--- src/rtl/c_bus_writeback.sv ---
// c_bus_writeback: routes bus_in to IR/R/R2/R3/AR or a handshaked memory write.
// Optional CBUS_MEMTIMEOUT_EN adds an 8-bit mem_ack wait counter bounded by TIMEOUT_CYC.
module c_bus_writeback #(
    parameter int TIMEOUT_CYC = 255
) (
    input  logic        clk,
    input  logic        rst_n,
    input  logic [15:0] bus_in,
    input  logic [2:0]  wr_sel,
    input  logic        wr_valid,
    output logic        wr_ready,
    input  logic        err_clr,
    output logic [7:0]  IR_out,
    output logic [15:0] R_out,
    output logic [15:0] R2_out,
    output logic [15:0] R3_out,
    output logic [15:0] AR_out,
    output logic        mem_we,
    output logic [7:0]  mem_addr,
    output logic [7:0]  mem_wdata,
    input  logic        mem_ack,
    output logic        err
);
    typedef enum logic {IDLE, MEM_WAIT} state_t;
    state_t state, nxt;
    logic accept, tmo;
    assign wr_ready = state == IDLE;
    assign mem_we   = state == MEM_WAIT;
    assign accept   = wr_valid && wr_ready;
`ifdef CBUS_MEMTIMEOUT_EN
    logic [7:0] cnt;
    // Timeout fires on the edge that would bring the count to TIMEOUT_CYC; a coincident ack wins.
    assign tmo = state == MEM_WAIT && !mem_ack && cnt == 8'(TIMEOUT_CYC - 1);
    always_ff @(posedge clk or negedge rst_n) begin
        if (!rst_n)
            cnt <= '0;
        else if (accept && wr_sel == 3'b100)
            cnt <= '0;
        else if (state == MEM_WAIT && !mem_ack)
            cnt <= cnt + 8'd1;
    end
`else
    assign tmo = 1'b0;
`endif
    always_ff @(posedge clk or negedge rst_n) begin
        if (!rst_n)
            state <= IDLE;
        else
            state <= nxt;
    end
    always_comb begin
        nxt = state;
        if (state == IDLE)
            nxt = (accept && wr_sel == 3'b100) ? MEM_WAIT : IDLE;
        else
            nxt = (mem_ack || tmo) ? IDLE : MEM_WAIT;
    end
    always_ff @(posedge clk or negedge rst_n) begin
        if (!rst_n) begin
            IR_out    <= '0;
            R_out     <= '0;
            R2_out    <= '0;
            R3_out    <= '0;
            AR_out    <= '0;
            mem_addr  <= '0;
            mem_wdata <= '0;
        end else if (accept) begin
            case (wr_sel)
                3'b000: IR_out <= bus_in[7:0];
                3'b001: R_out  <= bus_in;
                3'b010: R2_out <= bus_in;
                3'b011: R3_out <= bus_in;
                3'b100: begin
                    mem_addr  <= AR_out[7:0];
                    mem_wdata <= bus_in[7:0];
                end
                3'b101: AR_out <= bus_in;
                default: ;
            endcase
        end
    end
    // err_clr outranks any error raised on the same edge.
    always_ff @(posedge clk or negedge rst_n) begin
        if (!rst_n)
            err <= 1'b0;
        else if (err_clr)
            err <= 1'b0;
        else if ((accept && wr_sel[2:1] == 2'b11) || tmo)
            err <= 1'b1;
    end
endmodule

--- config.mk ---
export PLATFORM = sky130hd
export DESIGN_NAME = c_bus_writeback
export DESIGN_NICKNAME = d
export VERILOG_FILES = /design/src/rtl/c_bus_writeback.sv
export SDC_FILE = /design/constraint.sdc
export NUM_CORES = 1
export LEC_CHECK = 0
export BUFFER_PORTS_ARGS = -buffer_cell sky130_fd_sc_hd__buf_2
export CAP_MARGIN = 10
export CORE_ASPECT_RATIO = 2
export CORE_UTILIZATION = 53
export CTS_CLUSTER_SIZE = 12
export DETAILED_ROUTE_END_ITERATION = 8
export GPL_ROUTABILITY_DRIVEN = 0
export GPL_TIMING_DRIVEN = 0
export PLACE_DENSITY = 0.83
export SYNTH_ARGS = -nofsm -noshare
export SYNTH_HDL_FRONTEND = slang
export SYNTH_SLANG_ARGS = --single-unit
--- constraint.sdc ---
create_clock -name clk -period 3 [get_ports clk]
set_clock_uncertainty 0.1 [all_clocks]
set_input_delay 0.6 -clock clk [delete_from_list [all_inputs] [get_ports clk]]
set_output_delay 0.6 -clock clk [all_outputs]
set_load 0.01 [all_outputs]
==> summary.md <==
| Metric | Value |
|---|---|
| Outcome | `completed` |
| Post-route ant nets | `0` |
| Nets | `348` |
| Crit-path max FO | `10` |
| Asr flop ratio synth | `100%` |
| Number of cell rows | `41` |
| Critical path type | `reg2reg` |
| Slew HR | `64.3%` |
| Setup violators final | `0` |
| Main area contributors after synthesis | `dfrtp_1 66%, mux2_2 28%, buf_6 0.99%, mux2_1 0.99%, and4b_1 0.58%` |
| Ant. Diodes | `0` |
| Post-DP HPWL | `5200 microns` |
| Post-CTS resize count | `0` |
| CORE AREA | `0.00626 sq mm` |
| Unrepaired setup endpoints after global routing | `false` |
| Fraction of layout cells with a size suffix above 1 | `69.5%` |
| Initial antenna violation count | `0` |
| Clk sinks | `90` |
| Starting Density | `54.8%` |
| First-pass GRT wire length | `11000 microns` |
| Port buffer count | `114` |
| Max VDD drop | `517 uV` |
| MaxCap Viol Count | `0` |
| Ports | `115` |
| Most used DFF post-synth | `dfrtp_1` |
| Reg2reg start | `mem_we` |
| Register area share after synthesis | `65.7%` |
| Die X | `58.9 microns` |
| DIE AREA | `0.00682 sq mm` |
| Unique masters post-synth | `18` |
| R2R cell count | `5` |
| Largest area contributor in the netlist | `dfrtp_1` |
| Total gr overflow | `0` |
| Register bit total from synthesis | `90` |
| Drt drc | `0` |
| Area growth syn-to-layout | `29.2%` |
| Initial drt markers | `69` |
| Fmax | `0.551 GHz` |
| H-Tree Depth | `3` |
| Tcrit/Tclk final | `60.5%` |
| CP Data Required Time | `3.12 ns` |
| Multi-input logic area | `0.00111 sq mm` |
| Per-cell routed wire length | `17.2 microns` |
| Hold Vio Cnt, Final | `0` |
| CP startpoint kind | `flop` |
| Measured slew at the worst slew-check pin | `0.535 ns` |
| CP Capture Type | `flop` |
| Clock Root Buffer | `clkbuf_16` |
| Minimum clock period | `1.82 ns` |
| Max Slew Vio Count | `0` |
| Post-Syn Nets | `222` |
| Total GRT Usage | `22.8%` |
| Most common cell in the netlist | `dfrtp_1` |
| Fill count | `468` |
| Via/cell ratio | `5.17` |
| CTS Hold Bufs | `0` |
| Top-area cell type share of the netlist area | `65.7%` |
| Crit path arrival time | `1.93 ns` |
| Most frequent cells after synthesis | `90 x dfrtp_1, 85 x mux2_2, 3 x buf_2, 3 x buf_6, 3 x mux2_1` |
| First-pass DRT Iterations | `4` |
| Avg Inst Size Synth | `17.3 sq um` |
| Vias in the first global route | `2149` |
| Worst r2r dst | `R2_out[8]` |
| Cell count after synthesis | `198` |
| Later-pin clock latency in the skew report | `0.33 ns` |
| Setup bufs post-CTS | `0` |
| Pwr dens | `819 mW/mm^2` |
| CTS Buf Count | `9` |
| Fin Hold WS | `0.145 ns` |
| Leakage power | `2.19 nW` |
| CTS tree | `built` |
| Hold Path Class | `in2async` |
| Largest net degree at the start of global routing | `51` |
| EDFF count, synth | `0` |
| Worst R2R Setup Slack | `1.18 ns` |
| Setup TNS Final | `0 ns` |
| Yosys warning count | `0` |
| Register area | `0.00225 sq mm` |
| Via count | `2140` |
| WL final | `7120 microns` |
| Clk buf depth | `2` |
| Die Height | `116 microns` |
| Worst-path clk slew | `0.06 ns` |
| Post-Syn Area | `0.00343 sq mm` |
==> layout by cell type, fill, tap and decap left out <==
| master | synthesis | routed |
|---|---|---|
| a31oi_1 | 1 | 1 |
| and4b_1 | 2 | 2 |
| buf_16 | 0 | 1 |
| buf_2 | 3 | 116 |
| buf_4 | 0 | 1 |
| buf_6 | 3 | 3 |
| buf_8 | 1 | 1 |
| clkbuf_1 | 0 | 1 |
| clkbuf_16 | 0 | 9 |
| clkbuf_8 | 0 | 4 |
| clkinvlp_4 | 0 | 1 |
| dfrtp_1 | 90 | 90 |
| inv_1 | 1 | 1 |
| mux2_1 | 3 | 3 |
| mux2_2 | 85 | 85 |
| nand2_2 | 1 | 1 |
| nand2_4 | 1 | 1 |
| nand4_2 | 1 | 1 |
| nand4b_2 | 1 | 1 |
| nor2_1 | 1 | 1 |
| nor2_4 | 1 | 1 |
| nor2b_2 | 1 | 1 |
| nor3b_4 | 1 | 1 |
| o21ai_0 | 1 | 1 |
==> through the flow <==
step	total power [mW]	instances	setup slack, ns	cell area, sq um	util (%)
final	3.63	414	1.18	4430	70.8
after global routing	3.80	414	1.12	4430	70.8
after CTS	3.66	414	1.17	4430	70.8
after detailed placement	2.59	399	0.909	4140	66.1
after global placement	2.54	398	0.534	4110	65.6
after floorplan	2.14	198	1.20	3430	-
==> worst max-delay path by stage <==
stage / slack [ns] / cells past startpoint / startpoint / endpoint
6_report: 1.18 / 5 / mem_we / R2_out[8]
5_1_grt: 1.12 / 5 / mem_we / R2_out[8]
4_1_cts: 1.17 / 5 / mem_we / R2_out[8]
3_5_place_dp: 0.91 / 6 / wr_sel[2] / AR_out[8]
3_3_place_gp: 0.53 / 1 / rst_n / R_out[10]
2_1_floorplan: 1.20 / 5 / wr_sel[2] / AR_out[10]
==> final cells by class <==
| cell class | count | share of cell area (%) |
|---|---|---|
| clock inverter | 1 | 0.169 |
| sequential | 90 | 50.8 |
| timing repair buffer | 115 | 13.6 |
| tap | 86 | 2.43 |
| inverter | 1 | 0.0847 |
| buffer | 7 | 1.44 |
| multi-input combinational | 100 | 25.1 |
| clock buffer | 14 | 6.41 |
==> report_power, final <==
part	switching [mW]	internal, mW
logic	0.416	0.454
clock network	0.425	0.647
registers	0.161	1.52
==> kinds of logic (layout without fill, tap and decap cells) <==
kind of cell,after synthesis,in the layout,synth area share [%]
mux,88,88,28.9
flops,90,90,65.7
simple gates,10,10,3.14
buf+inv,8,138,1.97
compound gates,2,2,0.328
==> routing by layer <==
metal	vias up	GRT usage, %	wire length (microns)
li1	961	-	-
met1	1103	25.0	2600
met2	67	39.7	4110
met3	9	6.25	278
met4	0	11.1	127
met5	-	0	0
==> sequential cells by signal, summed over array words and instances (netlist names) <==
name / flops
mem_addr: 8
R2_out: 16
AR_out: 16
mem_we: 1
R3_out: 16
IR_out: 8
mem_wdata: 8
err: 1
R_out: 16
==> critical path, cell delays in order (launching register included) <==
cell	delay [ns]
dfrtp_1	0.43
nor2_4	0.18
and4b_1	0.20
buf_2	0.23
buf_6	0.20
mux2_2	0.35
No activity file was read; power rests on OpenSTA's default activity.
